**src/rtl/midi_rx_parser.sv**
```systemverilog
// MIDI serial receiver (8N1, LSB first) with a channel-voice message parser
// (running status supported) and a single-entry valid/ready output register.
module midi_rx_parser #(
  parameter int unsigned BIT_CNT = 3200
) (
  input  logic       clk,
  input  logic       rst,
  input  logic       midi_rx,
  input  logic       msg_ready,
  output logic       msg_valid,
  output logic [7:0] msg_status,
  output logic [6:0] msg_data1,
  output logic [6:0] msg_data2,
  output logic       frame_err,
  output logic       overrun
);

  localparam int unsigned CntW = $clog2(BIT_CNT);
  localparam logic [CntW-1:0] BitLast  = CntW'(BIT_CNT - 1);
  localparam logic [CntW-1:0] HalfLast = CntW'(BIT_CNT / 2 - 1);

  typedef enum logic [2:0] {StIdle, StStart, StData, StStop, StBreak} rx_state_e;

  rx_state_e       state_q, state_d;
  logic [1:0]      sync_q;
  logic [CntW-1:0] cnt_q, cnt_d;
  logic [2:0]      bit_idx_q, bit_idx_d;
  logic [7:0]      shift_q, shift_d;
  logic            byte_stb_q, byte_stb_d;
  logic            frame_err_q, frame_err_d;
  logic [7:0]      rs_q, rs_d;
  logic            dcnt_q, dcnt_d;
  logic [6:0]      d1_q, d1_d;
  logic            msg_valid_q, msg_valid_d;
  logic [7:0]      msg_status_q, msg_status_d;
  logic [6:0]      msg_data1_q, msg_data1_d;
  logic [6:0]      msg_data2_q, msg_data2_d;
  logic            overrun_q, overrun_d;
  logic            line;
  logic            done;
  logic            one_byte;
  logic [6:0]      new_d1, new_d2;

  assign line = sync_q[1];

  always_ff @(posedge clk or negedge rst) begin
    if (!rst) begin
      sync_q       <= 2'b11;
      state_q      <= StIdle;
      cnt_q        <= '0;
      bit_idx_q    <= '0;
      shift_q      <= '0;
      byte_stb_q   <= 1'b0;
      frame_err_q  <= 1'b0;
      rs_q         <= '0;
      dcnt_q       <= 1'b0;
      d1_q         <= '0;
      msg_valid_q  <= 1'b0;
      msg_status_q <= '0;
      msg_data1_q  <= '0;
      msg_data2_q  <= '0;
      overrun_q    <= 1'b0;
    end else begin
      sync_q       <= {sync_q[0], midi_rx};
      state_q      <= state_d;
      cnt_q        <= cnt_d;
      bit_idx_q    <= bit_idx_d;
      shift_q      <= shift_d;
      byte_stb_q   <= byte_stb_d;
      frame_err_q  <= frame_err_d;
      rs_q         <= rs_d;
      dcnt_q       <= dcnt_d;
      d1_q         <= d1_d;
      msg_valid_q  <= msg_valid_d;
      msg_status_q <= msg_status_d;
      msg_data1_q  <= msg_data1_d;
      msg_data2_q  <= msg_data2_d;
      overrun_q    <= overrun_d;
    end
  end

  always_comb begin
    state_d     = state_q;
    cnt_d       = cnt_q + 1'b1;
    bit_idx_d   = bit_idx_q;
    shift_d     = shift_q;
    byte_stb_d  = 1'b0;
    frame_err_d = 1'b0;
    unique case (state_q)
      StIdle: begin
        cnt_d = '0;
        if (!line) state_d = StStart;
      end
      StStart: begin
        if (cnt_q == HalfLast) begin
          cnt_d     = '0;
          bit_idx_d = '0;
          state_d   = line ? StIdle : StData;
        end
      end
      StData: begin
        if (cnt_q == BitLast) begin
          cnt_d     = '0;
          shift_d   = {line, shift_q[7:1]};
          bit_idx_d = bit_idx_q + 1'b1;
          if (bit_idx_q == 3'd7) state_d = StStop;
        end
      end
      StStop: begin
        if (cnt_q == BitLast) begin
          cnt_d = '0;
          if (line) begin
            byte_stb_d = 1'b1;
            state_d    = StIdle;
          end else begin
            frame_err_d = 1'b1;
            state_d     = StBreak;
          end
        end
      end
      StBreak: begin
        cnt_d = '0;
        if (line) state_d = StIdle;
      end
      default: state_d = StIdle;
    endcase
  end

  // shift_q stays stable for the strobe cycle: DATA is at least half a bit away.
  always_comb begin
    rs_d     = rs_q;
    dcnt_d   = dcnt_q;
    d1_d     = d1_q;
    done     = 1'b0;
    new_d1   = d1_q;
    new_d2   = '0;
    one_byte = (rs_q[7:4] == 4'hC) || (rs_q[7:4] == 4'hD);
    if (byte_stb_q) begin
      if (shift_q[7]) begin
        if (shift_q[7:4] != 4'hF) begin
          rs_d   = shift_q;
          dcnt_d = 1'b0;
        end else if (!shift_q[3]) begin
          rs_d   = '0;
          dcnt_d = 1'b0;
        end
      end else if (rs_q[7]) begin
        if (dcnt_q) begin
          done   = 1'b1;
          new_d2 = shift_q[6:0];
          dcnt_d = 1'b0;
        end else if (one_byte) begin
          done   = 1'b1;
          new_d1 = shift_q[6:0];
        end else begin
          d1_d   = shift_q[6:0];
          dcnt_d = 1'b1;
        end
      end
    end
  end

  always_comb begin
    msg_valid_d  = msg_valid_q;
    msg_status_d = msg_status_q;
    msg_data1_d  = msg_data1_q;
    msg_data2_d  = msg_data2_q;
    overrun_d    = 1'b0;
    if (done) begin
      if (!msg_valid_q || msg_ready) begin
        msg_valid_d  = 1'b1;
        msg_status_d = rs_q;
        msg_data1_d  = new_d1;
        msg_data2_d  = new_d2;
      end else begin
        overrun_d = 1'b1;
      end
    end else if (msg_valid_q && msg_ready) begin
      msg_valid_d = 1'b0;
    end
  end

  assign msg_valid  = msg_valid_q;
  assign msg_status = msg_status_q;
  assign msg_data1  = msg_data1_q;
  assign msg_data2  = msg_data2_q;
  assign frame_err  = frame_err_q;
  assign overrun    = overrun_q;

endmodule

```
**config.mk**
```make
export PLATFORM = sky130hd
export DESIGN_NAME = midi_rx_parser
export DESIGN_NICKNAME = d
export VERILOG_FILES = /design/src/rtl/midi_rx_parser.sv
export SDC_FILE = /design/constraint.sdc
export NUM_CORES = 1
export LEC_CHECK = 0
export ABC_AREA = 0
export CAP_MARGIN = 5
export CORE_UTILIZATION = 56
export DETAILED_ROUTE_END_ITERATION = 8
export GPL_TIMING_DRIVEN = 1
export MAX_ROUTING_LAYER = met4
export PLACE_DENSITY_LB_ADDON = 0.3
export SLEW_MARGIN = 30
export SYNTH_ARGS = -nofsm -noshare
export SYNTH_HDL_FRONTEND = slang
export SYNTH_SLANG_ARGS = --single-unit
```
**constraint.sdc**
```tcl
create_clock -name clk -period 2.8 [get_ports clk]
set_input_delay 0.42 -clock clk [delete_from_list [all_inputs] [get_ports clk]]
set_output_delay 0.42 -clock clk [all_outputs]
set_load 0.02 [all_outputs]
```
# Word level (Yosys, flattened, before mapping)
# Index checks and enable logic that the tools add are counted.
[totals]
register_bits = 70
in_bits = 4
[classes]
mux = 48
reduce_logical = 18
n_bitwise = 3
eq_ne = 19
add_sub_neg = 2
[ops]
columns = ["op", "n"]
rows = [
  ["7-bit two-way mux", 9],
  ["12-bit case mux with 3 select lines", 1],
  ["3-bit two-way mux", 9],
  ["12-bit two-way mux", 2],
  ["1-bit two-way mux", 22],
  ["8-bit two-way mux", 2],
  ["3-bit case mux with 5 select lines", 1],
  ["12-bit by 1-bit adder with 12-bit output (second input constant)", 1],
  ["12-bit by 11-bit equality test with 1-bit output (second input constant)", 1],
  ["12-bit equality test (second input constant)", 1],
  ["2-bit != test (second input constant)", 6],
  ["3-bit AND reduction", 3],
  ["4-bit equality test (second input constant)", 2],
  ["3-bit by 2-bit equality test with 1-bit output (second input constant)", 2],
  ["3-bit equality test (second input constant)", 2],
  ["3-bit case mux with 2 select lines", 1],
  ["2-bit AND reduction", 3],
  ["6-bit AND reduction", 1],
  ["2-bit nonzero test", 3],
  ["5-bit AND reduction", 1],
  ["2-bit by 1-bit != test with 1-bit output (second input constant)", 2],
  ["4-bit != test (second input constant)", 1],
  ["2-bit OR reduction", 2],
  ["3-bit by 1-bit adder with 3-bit output (second input constant)", 1],
  ["8 further kinds", 11],
]

# Longest topological paths before layout
[depth]
depth_word = 9
mapped_depth = 6
depth_no_buf = 5

# Least setup slack after synthesis
# No wires, ideal clock.
[synth_path]
path_kind = "reg-to-reg"
startpoint = "register cnt_q[7]"
endpoint = "register bit_idx_q[0]"
stages_incl_launch_ff = 5
n_path_buf = 0
setup_time_ns = 0.125
arrival_time_ns = 1.850
setup_slack_ns = 0.825
cell_sequence = "dfrtp_1 or4_4 nor4_4 a41oi_2 mux2_4"
[synth_between]
elab_chain_len = 3
elab_cells_between_ends = 5
cone_classes = "eq/ne: 4; reduce/logical: 1"
[synth_lines]
columns = ["element", "line", "rtl"]
rows = [
  ["start, declared", "26", "logic [CntW-1:0] cnt_q, cnt_d;"],
  ["start signal, assigned", "66", "cnt_q <= cnt_d;"],
  ["12-bit equality test or 12-bit by 11-bit equality test with 1-bit output (tied branches)", "102, 95", ""],
  ["2-bit != test (no line)", "--", ""],
  ["3-bit AND reduction (no line) (*)", "--", ""],
  ["end signal, assigned", "67", "bit_idx_q <= bit_idx_d;"],
  ["end, declared", "27", "logic [2:0] bit_idx_q, bit_idx_d;"],
]
# Every way passes the cells marked *; elsewhere a longest branch is shown, timed or not.
# A chain may end at the register's enable or synchronous reset.

# Worst setup path in the final report
[layout_path]
startpoint = "register state_q[0]"
endpoint = "register bit_idx_q[0]"
[layout_between]
elab_chain_len = 3
elab_cells_between_ends = 7
cone_classes = "eq/ne: 4; mux: 1; reduce/logical: 2"
[layout_lines]
columns = ["element", "line", "rtl"]
rows = [
  ["start, declared", "24", "rx_state_e state_q, state_d;"],
  ["start signal, assigned", "49", "state_q <= StIdle;"],
  ["start signal, assigned", "65", "state_q <= state_d;"],
  ["3-bit by 2-bit equality test with 1-bit output or 3-bit by 1-bit equality test with 1-bit output (tied branches)", "89", "unique case (state_q)"],
  ["2-bit != test (no line) or 2-bit nonzero test (tied branches)", "--", ""],
  ["3-bit AND reduction (no line)", "--", ""],
]
# Several ways; a longest one is shown, not always the timed one.

==> flow_summary.toml <==
[setup_path]
crit_type = "flop to flop"
cp.required_ps = 3030
cp_max_fo = 13
start_kind = "flop"
arrival_ps = 2480
critPathCaptureType = "flop"

[layout]
final_nets = 289
area_delta_synth_final_pct = 17.4
drive_gt1_share_pct = 17.4
diodes = 0

[floorplan]
fp.dieW_um = 75.1
die_h_um = 75.1
die-area_um2 = 5640
rows = 26
start_util_pct = 58.3
ioPinCount = 29
core_area_um2 = 5140

[grt]
grt_pass1_vias = 1859
gr-usage-all-layers_pct = 22.0
grt_overflow = 0
grt_max_degree = 71
grt_pass1_wl_mm = 8.69
grt_antenna_before_repair = 0

[timing]
final.setup_skew_ps = 8.74
period_needed_ps = 2250
rsz0062_at_grt = "no"
setup_violations = 0
setup_tns_ps = 0
tightest_slew_ps = 848
fin_crit_sh_pct = 80.4
slew_violations = 0
hold_violations = 0
clock.fmax_ghz = 0.444
slew_headroom_pct = 43.5

[clock_network]
cts_tree = "built"
numCtsBuffers = 9
post_cts_buffers = 0
clock-root-buffer = "clkbuf_8"
cts_sinks = 70
cts_resized = 0
clkLatencyLatePin_ps = 340
path_clk_slew_ps = 70
hold_buffers = 0
cts_max_level = 3
cts_max_path_buffers = 2

[drt]
viasPerCell = 5.47
drc = 0
drt_iter0_drc = 96
vias = 1952
drt_pass1_iterations = 4
ant_nets = 0
post_drt_wl_per_cell_um = 14.7
drt_wl_total_mm = 5.27

[placed_design]
port_buffers = 28
dp_hpwl_mm = 3.54
gp_congestion = 0.925

[yosys]
synth_edf_count = 0
syn_area_per_cell_um2 = 12.0
synth_area_um2 = 2990
ys_ff_latch = 70
synthCells = 249
yosys.cell_types.count = 44
ys_seq_area_share_pct = 58.6
async_reset_ff_share_pct = 100
ys.flop_type = "dfrtp_1"
ys_warn_count = 0
syn-num-nets = 256

[hold_path]
hold_path_class = "input pin to async pin"

[status]
run_status = "completed"

[power]
powerDensity_nw_per_um2 = 500
peakVddDrop_mv = 0.295
p_leak_nw = 1.68
finalPower_mw = 1.76

[flow_run]
drv_cap = 0
## cells by family (layout without fill, tap and decap cells)
family                     count (synthesis)  count (layout)  synth area share [%]
xor gates and xnor gates                   9               9                  2.63
AOI/OAI and AO/OA                         35              35                  8.15
buffers and inverters                     14              52                  1.88
adders and majority gates                  3               3                  1.25
DFF                                       70              70                  58.6
muxes                                     34              34                  12.5
and+or+nand+nor                           84              84                  15.0
## worst paths after layout
path,from,cells after the start,slack (ps),endpoint
min in group clk,sync_q[0]$_DFF_PN1_,0,360,sync_q[1]$_DFF_PN1_
max in group asynchronous,rst,2,1980,msg_data2[5]$_DFFE_PN0P_
min reg2reg,sync_q[0]$_DFF_PN1_,0,360,sync_q[1]$_DFF_PN1_
max,state_q[0]$_DFFE_PN0P_,4,550,bit_idx_q[0]$_DFFE_PN0P_
min,rst,2,270,msg_status[1]$_DFFE_PN0P_
max reg2reg,state_q[0]$_DFFE_PN0P_,4,550,bit_idx_q[0]$_DFFE_PN0P_
## through the flow
stage	cell area, µm²	setup slack [ps]	instances	util (%)	hold WS, ps
finish	3520	549	357	68.4	273
global placement	3340	588	341	64.9	347
global route	3520	450	357	68.4	360
CTS	3520	550	357	68.4	301
detailed placement	3340	553	341	64.9	349
floorplan	2990	825	249	-	124
## cells in the final DEF (no fill, tap or decap), types with 5 or more instances in the layout
master           synthesis  final
a22o_1                   6      6
o21ai_0                 16     16
inv_1                    6      6
clkdlybuf4s50_1          0     27
clkbuf_8                 0     11
xnor2_1                  5      5
mux2i_1                 11     11
nor2_1                  19     19
mux2_2                  22     22
nand2_1                 29     29
nand3_1                  7      7
dfrtp_1                 68     68
## flip-flops by register name, summed over array words and instances (netlist names), 2 cells and up
| register | flops |
|---|---|
| cnt_q | 12 |
| msg_data2 | 7 |
| shift_q | 8 |
| rs_q | 8 |
| msg_status | 8 |
| msg_data1 | 7 |
| d1_q | 7 |
| sync_q | 2 |
| state_q | 3 |
| bit_idx_q | 3 |
## routing by layer
metal / wire length (µm) / part of all wire [%] / track usage (%) / up-vias
li1: - / - / - / 949
met1: 2370 / 45 / 27.2 / 941
met2: 2570 / 49 / 34.0 / 49
met3: 176 / 3.3 / 3.61 / 13
met4: 153 / 2.9 / 13.6 / 0
met5: 0 / 0 / - / -
## critical path: stages, from the launching register on
cell and delay [ps]:
dfrtp_1 520, or4_4 600, nor4_4 520, a41oi_2 150
mux2_4 350
## where the power goes
group / internal, mW / total, mW / switching (mW) / leakage (nW)
Combinational: 0.00413 / 0.0232 / 0.0191 / 0.633
Clock: 0.369 / 0.721 / 0.352 / 0.0934
Sequential: 1.01 / 1.01 / 0.00131 / 0.957
Total: 1.39 / 1.76 / 0.373 / 1.68
## area by class of cell
cell class | instances | area [µm²]
multi-input cells | 165 | 1180
inverters | 6 | 22.5
flip-flops and latches | 70 | 1750
clock buffers | 13 | 159
clock inverters | 3 | 18.8
repair buffers | 30 | 290
fillers | 417 | 1620
well taps | 70 | 87.6
## Yosys cell counts (all sizes together) (2+ instances only)
master	instances	share of area (%)
a21o	2	0.50
or4	2	0.67
xor2	4	1.2
ha	3	1.3
nand4	2	0.63
nor2b	3	0.63
o211ai	2	0.50
clkbuf	7	0.88
dfrtp	68	57
xnor2	5	1.5
nand4b	2	0.59
nand3	7	1.2
o21ai	16	2.7
mux2i	11	3.7
and3	2	0.42
a21oi	2	0.33
nor2	19	2.4
nor3	4	0.67
inv	6	0.75
mux2	23	8.8
nand2	29	3.6
dfstp	2	1.8
a22o	6	1.8
nand2b	3	0.63
nor4	5	1.8
Note: power is estimated with default switching activity, not from simulation.
